<file path="src/rtl/seg7_scan_ctrl.sv">
// seg7_scan_ctrl: multiplexed 7-segment scan with blanking guard, frame-boundary commit and leading-zero blanking
module seg7_scan_ctrl #(
  parameter int NUM_DIGITS   = 4,
  parameter int REFRESH_DIV  = 50000,
  parameter int BLANK_CYCLES = 16
) (
  input  logic                    clk,
  input  logic                    rst_n,
  input  logic                    enable,
  input  logic                    load,
  input  logic [4*NUM_DIGITS-1:0] digits_in,
  input  logic                    lzb,
  output logic [3:0]              bcd_out,
  output logic [NUM_DIGITS-1:0]   digit_an,
  output logic                    frame_done,
  output logic                    busy
);
  localparam int CW = $clog2((REFRESH_DIV > BLANK_CYCLES ? REFRESH_DIV : BLANK_CYCLES) + 1);
  localparam int IW = $clog2(NUM_DIGITS);
  typedef enum logic [1:0] {IDLE, BLANK, SHOW} state_t;
  state_t state, state_nxt;
  logic [IW-1:0] idx, idx_nxt;
  logic [CW-1:0] cnt, cnt_nxt;
  logic [4*NUM_DIGITS-1:0] display_reg, pending_reg, disp_nxt;
  logic pending_valid, commit, fd_nxt, last_digit, z;
  logic [NUM_DIGITS-1:0] sup, an_nxt;
  assign last_digit = idx == IW'(NUM_DIGITS - 1);
  assign busy = state != IDLE;
  always_comb begin
    state_nxt = state;
    idx_nxt = idx;
    cnt_nxt = cnt + 1'b1;
    fd_nxt = 1'b0;
    if (!enable) begin
      state_nxt = IDLE;
      idx_nxt = '0;
      cnt_nxt = '0;
    end else begin
      case (state)
        IDLE: begin
          state_nxt = BLANK;
          idx_nxt = '0;
          cnt_nxt = '0;
        end
        BLANK: if (cnt == CW'(BLANK_CYCLES - 1)) begin
          state_nxt = SHOW;
          cnt_nxt = '0;
        end
        SHOW: if (cnt == CW'(REFRESH_DIV - 1)) begin
          state_nxt = BLANK;
          cnt_nxt = '0;
          idx_nxt = last_digit ? '0 : idx + 1'b1;
          fd_nxt = last_digit;
        end
        default: state_nxt = IDLE;
      endcase
    end
  end
  // new data lands only when a frame (re)starts, so a frame never mixes old and new digits
  assign commit = state_nxt == BLANK && state != BLANK && idx_nxt == '0;
  assign disp_nxt = !commit ? display_reg : load ? digits_in : pending_valid ? pending_reg : display_reg;
  // walk from the most significant digit down, tracking whether everything above is zero
  always_comb begin
    z = 1'b1;
    sup = '0;
    for (int i = NUM_DIGITS - 1; i >= 0; i--) begin
      z = z & (disp_nxt[4*i +: 4] == 4'd0);
      sup[i] = (disp_nxt[4*i +: 4] > 4'd9) | (lzb && i != 0 && z);
    end
  end
  assign an_nxt = (state_nxt == SHOW && !sup[idx_nxt]) ? NUM_DIGITS'(1) << idx_nxt : '0;
  always_ff @(posedge clk or negedge rst_n) begin
    if (!rst_n) begin
      state <= IDLE;
      idx <= '0;
      cnt <= '0;
      display_reg <= '0;
      pending_reg <= '0;
      pending_valid <= 1'b0;
      bcd_out <= '0;
      digit_an <= '0;
      frame_done <= 1'b0;
    end else begin
      state <= state_nxt;
      idx <= idx_nxt;
      cnt <= cnt_nxt;
      display_reg <= disp_nxt;
      if (load) pending_reg <= digits_in;
      pending_valid <= commit ? 1'b0 : (load | pending_valid);
      bcd_out <= state_nxt == BLANK ? disp_nxt[4*idx_nxt +: 4] : bcd_out;
      digit_an <= an_nxt;
      frame_done <= fd_nxt;
    end
  end
endmodule

</file>
<file path="config.mk">
export PLATFORM = sky130hd
export DESIGN_NAME = seg7_scan_ctrl
export DESIGN_NICKNAME = d
export VERILOG_FILES = /design/src/rtl/seg7_scan_ctrl.sv
export SDC_FILE = /design/constraint.sdc
export NUM_CORES = 1
export LEC_CHECK = 0
export CORE_MARGIN = 2
export CORE_UTILIZATION = 52
export CTS_CLUSTER_DIAMETER = 40
export DETAILED_ROUTE_END_ITERATION = 10
export GPL_ROUTABILITY_DRIVEN = 1
export PLACE_DENSITY = 0.8
export SETUP_SLACK_MARGIN = 0.3
export SYNTH_ARGS = -nofsm -noshare
export SYNTH_HDL_FRONTEND = slang
export SYNTH_SLANG_ARGS = --single-unit
</file>
<file path="constraint.sdc">
create_clock -name clk -period 2.5 [get_ports clk]
set_input_delay 0.625 -clock clk [delete_from_list [all_inputs] [get_ports clk]]
set_output_delay 0.625 -clock clk [all_outputs]
set_load 0.1 [all_outputs]
</file>
; ---- Word-level counts from Yosys, hierarchy flattened
; Cells that the tools add are included.
; W data, S select, Z words.
[op_classes]
n_bitwise = 6
n_mux = 22
eq_ne = 8
n_addsub = 2
n_reduce_logical = 13
n_shift = 2
magnitude_cmp = 5
[ops]
columns = operator, count
row1 = $mux W16, 6
row2 = $pmux W16 S3, 1
row3 = $add A16 B1 Y16 const B, 1
row4 = $eq A16 B16 Y1 const B, 1
row5 = $eq A16 B4 Y1 const B, 1
row6 = $gt A4 B4 Y1 const B, 4
row7 = $shiftx A16 B5 Y4, 1
row8 = $logic_not A4 Y1, 3
row9 = $mux W2, 6
row10 = $eq A2 B2 Y1 const B, 3
row11 = $logic_and A1 B1 Y1, 6
row12 = $pmux W2 S3, 1
row13 = $mux W1, 5
row14 = $eq A2 B1 Y1 const B, 2
row15 = $logic_not A2 Y1, 2
row16 = $mux W4, 1
row17 = $or A1 B1 Y1, 4
row18 = $pmux W2 S2, 1
row19 = $shl A1 B2 Y4 const A, 1
row20 = $lt A2 B3 Y1 const B, 1
row21 = $add A2 B1 Y2 const B, 1
row22 = $and A1 B1 Y1, 2
row23 = $bmux W1 S2, 1
row24 = $ne A2 B1 Y1 const B, 1
row25 = other kinds (2), 2
[word_totals]
inputBits = 21
output_inout_bits = 10
regBits = 62

; ---- Longest topological paths before layout
[depth]
word_depth = 18
ltp_mapped = 10

; ---- Worst setup path before layout
; OpenSTA, ideal clock, no wires.
[synth_path]
path_kind = register -> register
startpoint = reg state[1]
endpoint = reg bcd_out[2]
required_time_ns = 2.365
setup_time_ns = 0.135
period_less_slack_ns = 2.739
path_stages_with_launch = 10
setup_slack_ns = -0.239
t_arrival_ns = 2.604
path_cell_list = dfrtp_1 -> clkbuf_1 -> inv_1 -> nand2_1 -> o31a_1 -> buf_6 -> nor2_4 -> mux2_2 -> a222oi_1 -> a21oi_1
[synth_between]
elab_chain_len = 8
elab_cells_between_ends = 16
[synth_lines]
columns = element, line
row1 = from (decl), 21  ; state_t state, state_nxt;
row2 = from (signal assigned), 84  ; state <= state_nxt;
row3 = $eq A2 B2 Y1 (tied with other cells), 39  ; case (state)
row4 = $pmux W2 S3, 39
row5 = $mux W2, 34  ; if (!enable) begin
row6 = $eq A2 B1 Y1, 60  ; assign commit = state_nxt == BLANK && state != BLANK && idx_nxt == '0;
row7 = $logic_and A1 B1 Y1, 60
row8 = $logic_and A1 B1 Y1 *, 60
row9 = $mux W16 *, 61  ; assign disp_nxt = !commit ? display_reg : load ? digits_in : pending_valid ? pending_reg : display_reg;
row10 = via disp_nxt[6], 24  ; logic [4*NUM_DIGITS-1:0] display_reg, pending_reg, disp_nxt;
row11 = $shiftx A16 B5 Y4 *, 90  ; bcd_out <= state_nxt == BLANK ? disp_nxt[4*idx_nxt +: 4] : bcd_out;
row12 = to (signal assigned), 90
row13 = to (decl), 13  ; output logic [3:0] bcd_out,
; Mark *: on every way through the listed nets, which the timed path passes. The rest lies on a longest branch.
; A chain may end at the register's enable or synchronous reset.

; ---- Final worst setup path
[layout_path]
startpoint = reg cnt[4]
endpoint = reg digit_an[1]
[layout_between]
elab_chain_len = 18
elab_cells_between_ends = 36
[layout_lines]
columns = element, line
row1 = from (decl), 23  ; logic [CW-1:0] cnt, cnt_nxt;
row2 = from (signal assigned), 86  ; cnt <= cnt_nxt;
row3 = $eq A16 B16 Y1 / $eq A16 B4 Y1 (equally long branches), "49, 45"
row4 = "$mux W2, on equally long branches", "49, 45"
row5 = $pmux W2 S3, 39
row6 = $mux W2, 34
row7 = $eq A2 B1 Y1, 60
row8 = $logic_and A1 B1 Y1 (2 in a row), 60
row9 = $mux W16, 61
row10 = $logic_not A4 Y1, 67  ; z = z & (disp_nxt[4*i +: 4] == 4'd0);
row11 = $and A1 B1 Y1 (2 in a row), 67
row12 = $logic_and A1 B1 Y1, 68  ; sup[i] = (disp_nxt[4*i +: 4] > 4'd9) | (lzb && i != 0 && z);
row13 = $or A1 B1 Y1, 68
row14 = $bmux W1 S2, 71  ; assign an_nxt = (state_nxt == SHOW && !sup[idx_nxt]) ? NUM_DIGITS'(1) << idx_nxt : '0;
row15 = $mux W1 (implied by the code), 71
row16 = $logic_not A1 Y1, 71
row17 = $logic_and A1 B1 Y1, 71
row18 = $mux W4 *, 71
row19 = via an_nxt[1], 26  ; logic [NUM_DIGITS-1:0] sup, an_nxt;
row20 = to (signal assigned), 91  ; digit_an <= an_nxt;
row21 = to (decl), 14  ; output logic [NUM_DIGITS-1:0] digit_an,
; Mark *: on every way through the listed nets, which the timed path passes. The rest lies on a longest branch. The select of a mux whose other input is x is not followed.

==> impl_metrics.env <==
export IMPL_max_freq_mhz=394
export IMPL_fp_dieH_um=85.4
export IMPL_yosysUniqueCellTypes=64
export IMPL_seqCellArea_um2=1550
export IMPL_drc=0
export IMPL_start_util_pct=53.9
export IMPL_cts_sinks=62
export IMPL_viasPerCell=6.08
export IMPL_wl_um=9860
export IMPL_avgSynthCellArea_um2=9.67
export IMPL_cp_end_kind="flip-flop"
export IMPL_fin_crit_ns=2.54
export IMPL_hold_path_class="in -> async"
export IMPL_vias=3258
export IMPL_syn_area_um2=3440
export IMPL_grt_pass1_vias=3068
export IMPL_p_total_uw=2910
export IMPL_layout_cells_non_filler=536
export IMPL_slew_violations=0
export IMPL_async_flop_share_pct=100
export IMPL_synth_top_family_by_area="compound AO/OA/AOI/OAI gates"
export IMPL_final_common_cell="buf_4"
export IMPL_pwr_density_cell_nw_per_um2=597
export IMPL_yosysSeqAreaShare_pct=45.1
export IMPL_path_clk_slew_ns=0.07
export IMPL_drive_above_1_share_pct=34.9
export IMPL_synth_fa_ha_area_share_pct=0.727
export IMPL_wire_per_inst_um=18.4
export IMPL_cts_max_level=3
export IMPL_worst_slack_ns=-0.0371
export IMPL_multiInputGateArea_um2=1990
export IMPL_dp_cells=502
export IMPL_synth_fp_nets=379
export IMPL_violations="setup timing"
export IMPL_worst_slew_pin_slew_ns=0.755
export IMPL_grt_usage_pct=26.8
export IMPL_dp_slack_ns=-0.241
export IMPL_antenna_found_initial=0
export IMPL_fin_skew_ns=0.0157
export IMPL_required_ns=2.70
export IMPL_n_antenna_cell=0
export IMPL_maxCapViolations=0
export IMPL_port_buffers=30
export IMPL_cts_made_buffers=9
export IMPL_p_leak_uw=0.00212
export IMPL_rsz0062_at_grt="yes"
export IMPL_fillers=406
export IMPL_muxShareOfSynthArea_pct=5.34
export IMPL_core_area_um2=6390
export IMPL_synth_top_flop_cell="dfrtp_1"
export IMPL_grt_pass1_wl_um=15300
export IMPL_critPathLaunchType="flip-flop"
export IMPL_rows=29
export IMPL_layout_common_cells="buf_4, dfrtp_1, nor2_1"
export IMPL_finalWeightedCongestion=0.949
export IMPL_die_x_um=85.4
export IMPL_ys_ff_latch=62
export IMPL_clockBufferDepth=2
export IMPL_yosys_area_share_simple_pct=18.0
export IMPL_synth_compound_area_share_pct=22.5
export IMPL_vdd_ir_drop_max_mv=0.399
export IMPL_setup_viol=3
export IMPL_utilization_pct=76.2
export IMPL_final_net_count=478
export IMPL_hold_viol=0
export IMPL_netlist_instances=356
export IMPL_clock_root_buffer="clkbuf_8"
export IMPL_io_pins=31
export IMPL_hpwl_um=6310
export IMPL_ant_nets=0
export IMPL_fin_crit_sh_pct=101
export IMPL_synthXorXnorAreaFrac_pct=3.56
export IMPL_relSlewSlack_pct=49.7
export IMPL_firstDrtPassIters=5
export IMPL_synth_warnings=0
export IMPL_arrival_ns=2.74
export IMPL_areaGrowthSynthToFinish_pct=41.4
export IMPL_grt_remaining_overflow=0
export IMPL_grt_max_degree=34
export IMPL_outcome="finished with violations"
export IMPL_final_setup_tns_ns=-0.0649
export IMPL_crit_type="reg -> reg"
export IMPL_clock_latency_ns=0.35
export IMPL_cts_tree="built"
export IMPL_cp_max_fo=5
export IMPL_ctsHoldBuffers=0
export IMPL_die_area_um2=7290
export IMPL_synth_edf_count=0
export IMPL_drt_iter0_drc=259
logic make-up (layout without fill, tap and decap cells):
group,Yosys count,in the layout
XOR/XNOR,14,14
AND/OR/NAND/NOR,119,119
AO/OA/AOI/OAI,104,105
buffers and inverters,38,140
adder cells (fa/ha/maj),2,2
flip-flops,62,62
multiplexers,17,17
per-layer routing:
metal | routed length [um] | global-route usage, % | part of all wire [%] | vias up
li1 | - | - | - | 1499
met5 | 0 | 0 | 0 | -
met1 | 4410 | 37.5 | 45 | 1606
met2 | 4700 | 42.5 | 48 | 127
met4 | 261 | 9.38 | 2.6 | 0
met3 | 487 | 4.28 | 4.9 | 26
power by group:
part           leakage, uW  switching (uW)  internal, uW  total [uW]
Clock             0.000115             388           607         995
Sequential        0.000789             102          1100        1200
Combinational      0.00122             398           308         706
Total              0.00212             889          2020        2910
area by class of cell:
type / count / area share [%]
Sequential cell: 62 / 31.9
Tap cell: 77 / 1.98
Inverter: 19 / 1.46
Clock buffer: 11 / 3.11
Multi-Input combinational cell: 257 / 40.9
Clock inverter: 4 / 1.44
Timing Repair Buffer: 106 / 19.3
stage by stage:
| stage | instance area [um^2] | hold slack, ns |
|---|---|---|
| 3_5_place_dp | 4260 | 0.468 |
| 2_1_floorplan | 3510 | 0.329 |
| 5_1_grt | 4870 | 0.180 |
| 6_report | 4870 | 0.167 |
| 3_3_place_gp | 4260 | 0.448 |
| 4_1_cts | 4690 | 0.161 |
worst max-delay path, stage by stage (launching register included):
cell	delay, ns
dfrtp_1	0.42
nor4_4	0.33
nand3_4	0.15
buf_6	0.16
o31a_1	0.31
buf_6	0.16
a211oi_2	0.21
a31oi_1	0.11
nor4b_2	0.40
a31oi_1	0.14
synthesized netlist by cell type (3+ instances only):
library cell  instances  area [um^2]
dfrtp_1              62         1550
nor2_1               35          131
o21ai_0              29          145
nand2_1              26         97.6
inv_1                18         67.6
nand3_1              15         75.1
clkbuf_1             11         41.3
mux2_2               11          124
a21oi_1               9         45.0
nor2b_1               9         56.3
xor2_1                8         70.1
and3_1                7         43.8
o211ai_1              7         52.6
a31oi_1               6         37.5
a32oi_1               6         52.6
and2_1                6         37.5
mux2i_1               6         60.1
xnor2_1               6         52.6
buf_2                 5         25.0
a211oi_1              4         30.0
a22oi_1               4         30.0
nor3_1                4         20.0
o21a_1                4         30.0
o31a_1                4         35.0
nand2b_1              3         18.8
final timing paths:
path	slack, ns	endpoint	start	depth (start not counted)
setup / recovery	-0.04	digit_an[1]$_DFF_PN0_	cnt[4]$_DFF_PN0_	9
hold reg to reg	0.51	pending_reg[13]$_DFFE_PN0P_	pending_reg[13]$_DFFE_PN0P_	1
setup reg to reg	-0.04	digit_an[1]$_DFF_PN0_	cnt[4]$_DFF_PN0_	9
hold / removal	0.17	cnt[0]$_DFF_PN0_	rst_n	1
max in group asynchronous	1.70	display_reg[7]$_DFF_PN0_	rst_n	2
min in group clk	0.51	pending_reg[13]$_DFFE_PN0P_	pending_reg[13]$_DFFE_PN0P_	1
repair_timing:
| item | 4_1_cts | 5_1_grt |
|---|---|---|
| setup buffers | 14 | 4 |
| resized for setup | 32 | 31 |
| endpoints found under the setup margin | 30 | 32 |
| gates cloned | 0 | 1 |
| pin swaps | 23 | 13 |
Power figures use the tool's default switching activity.
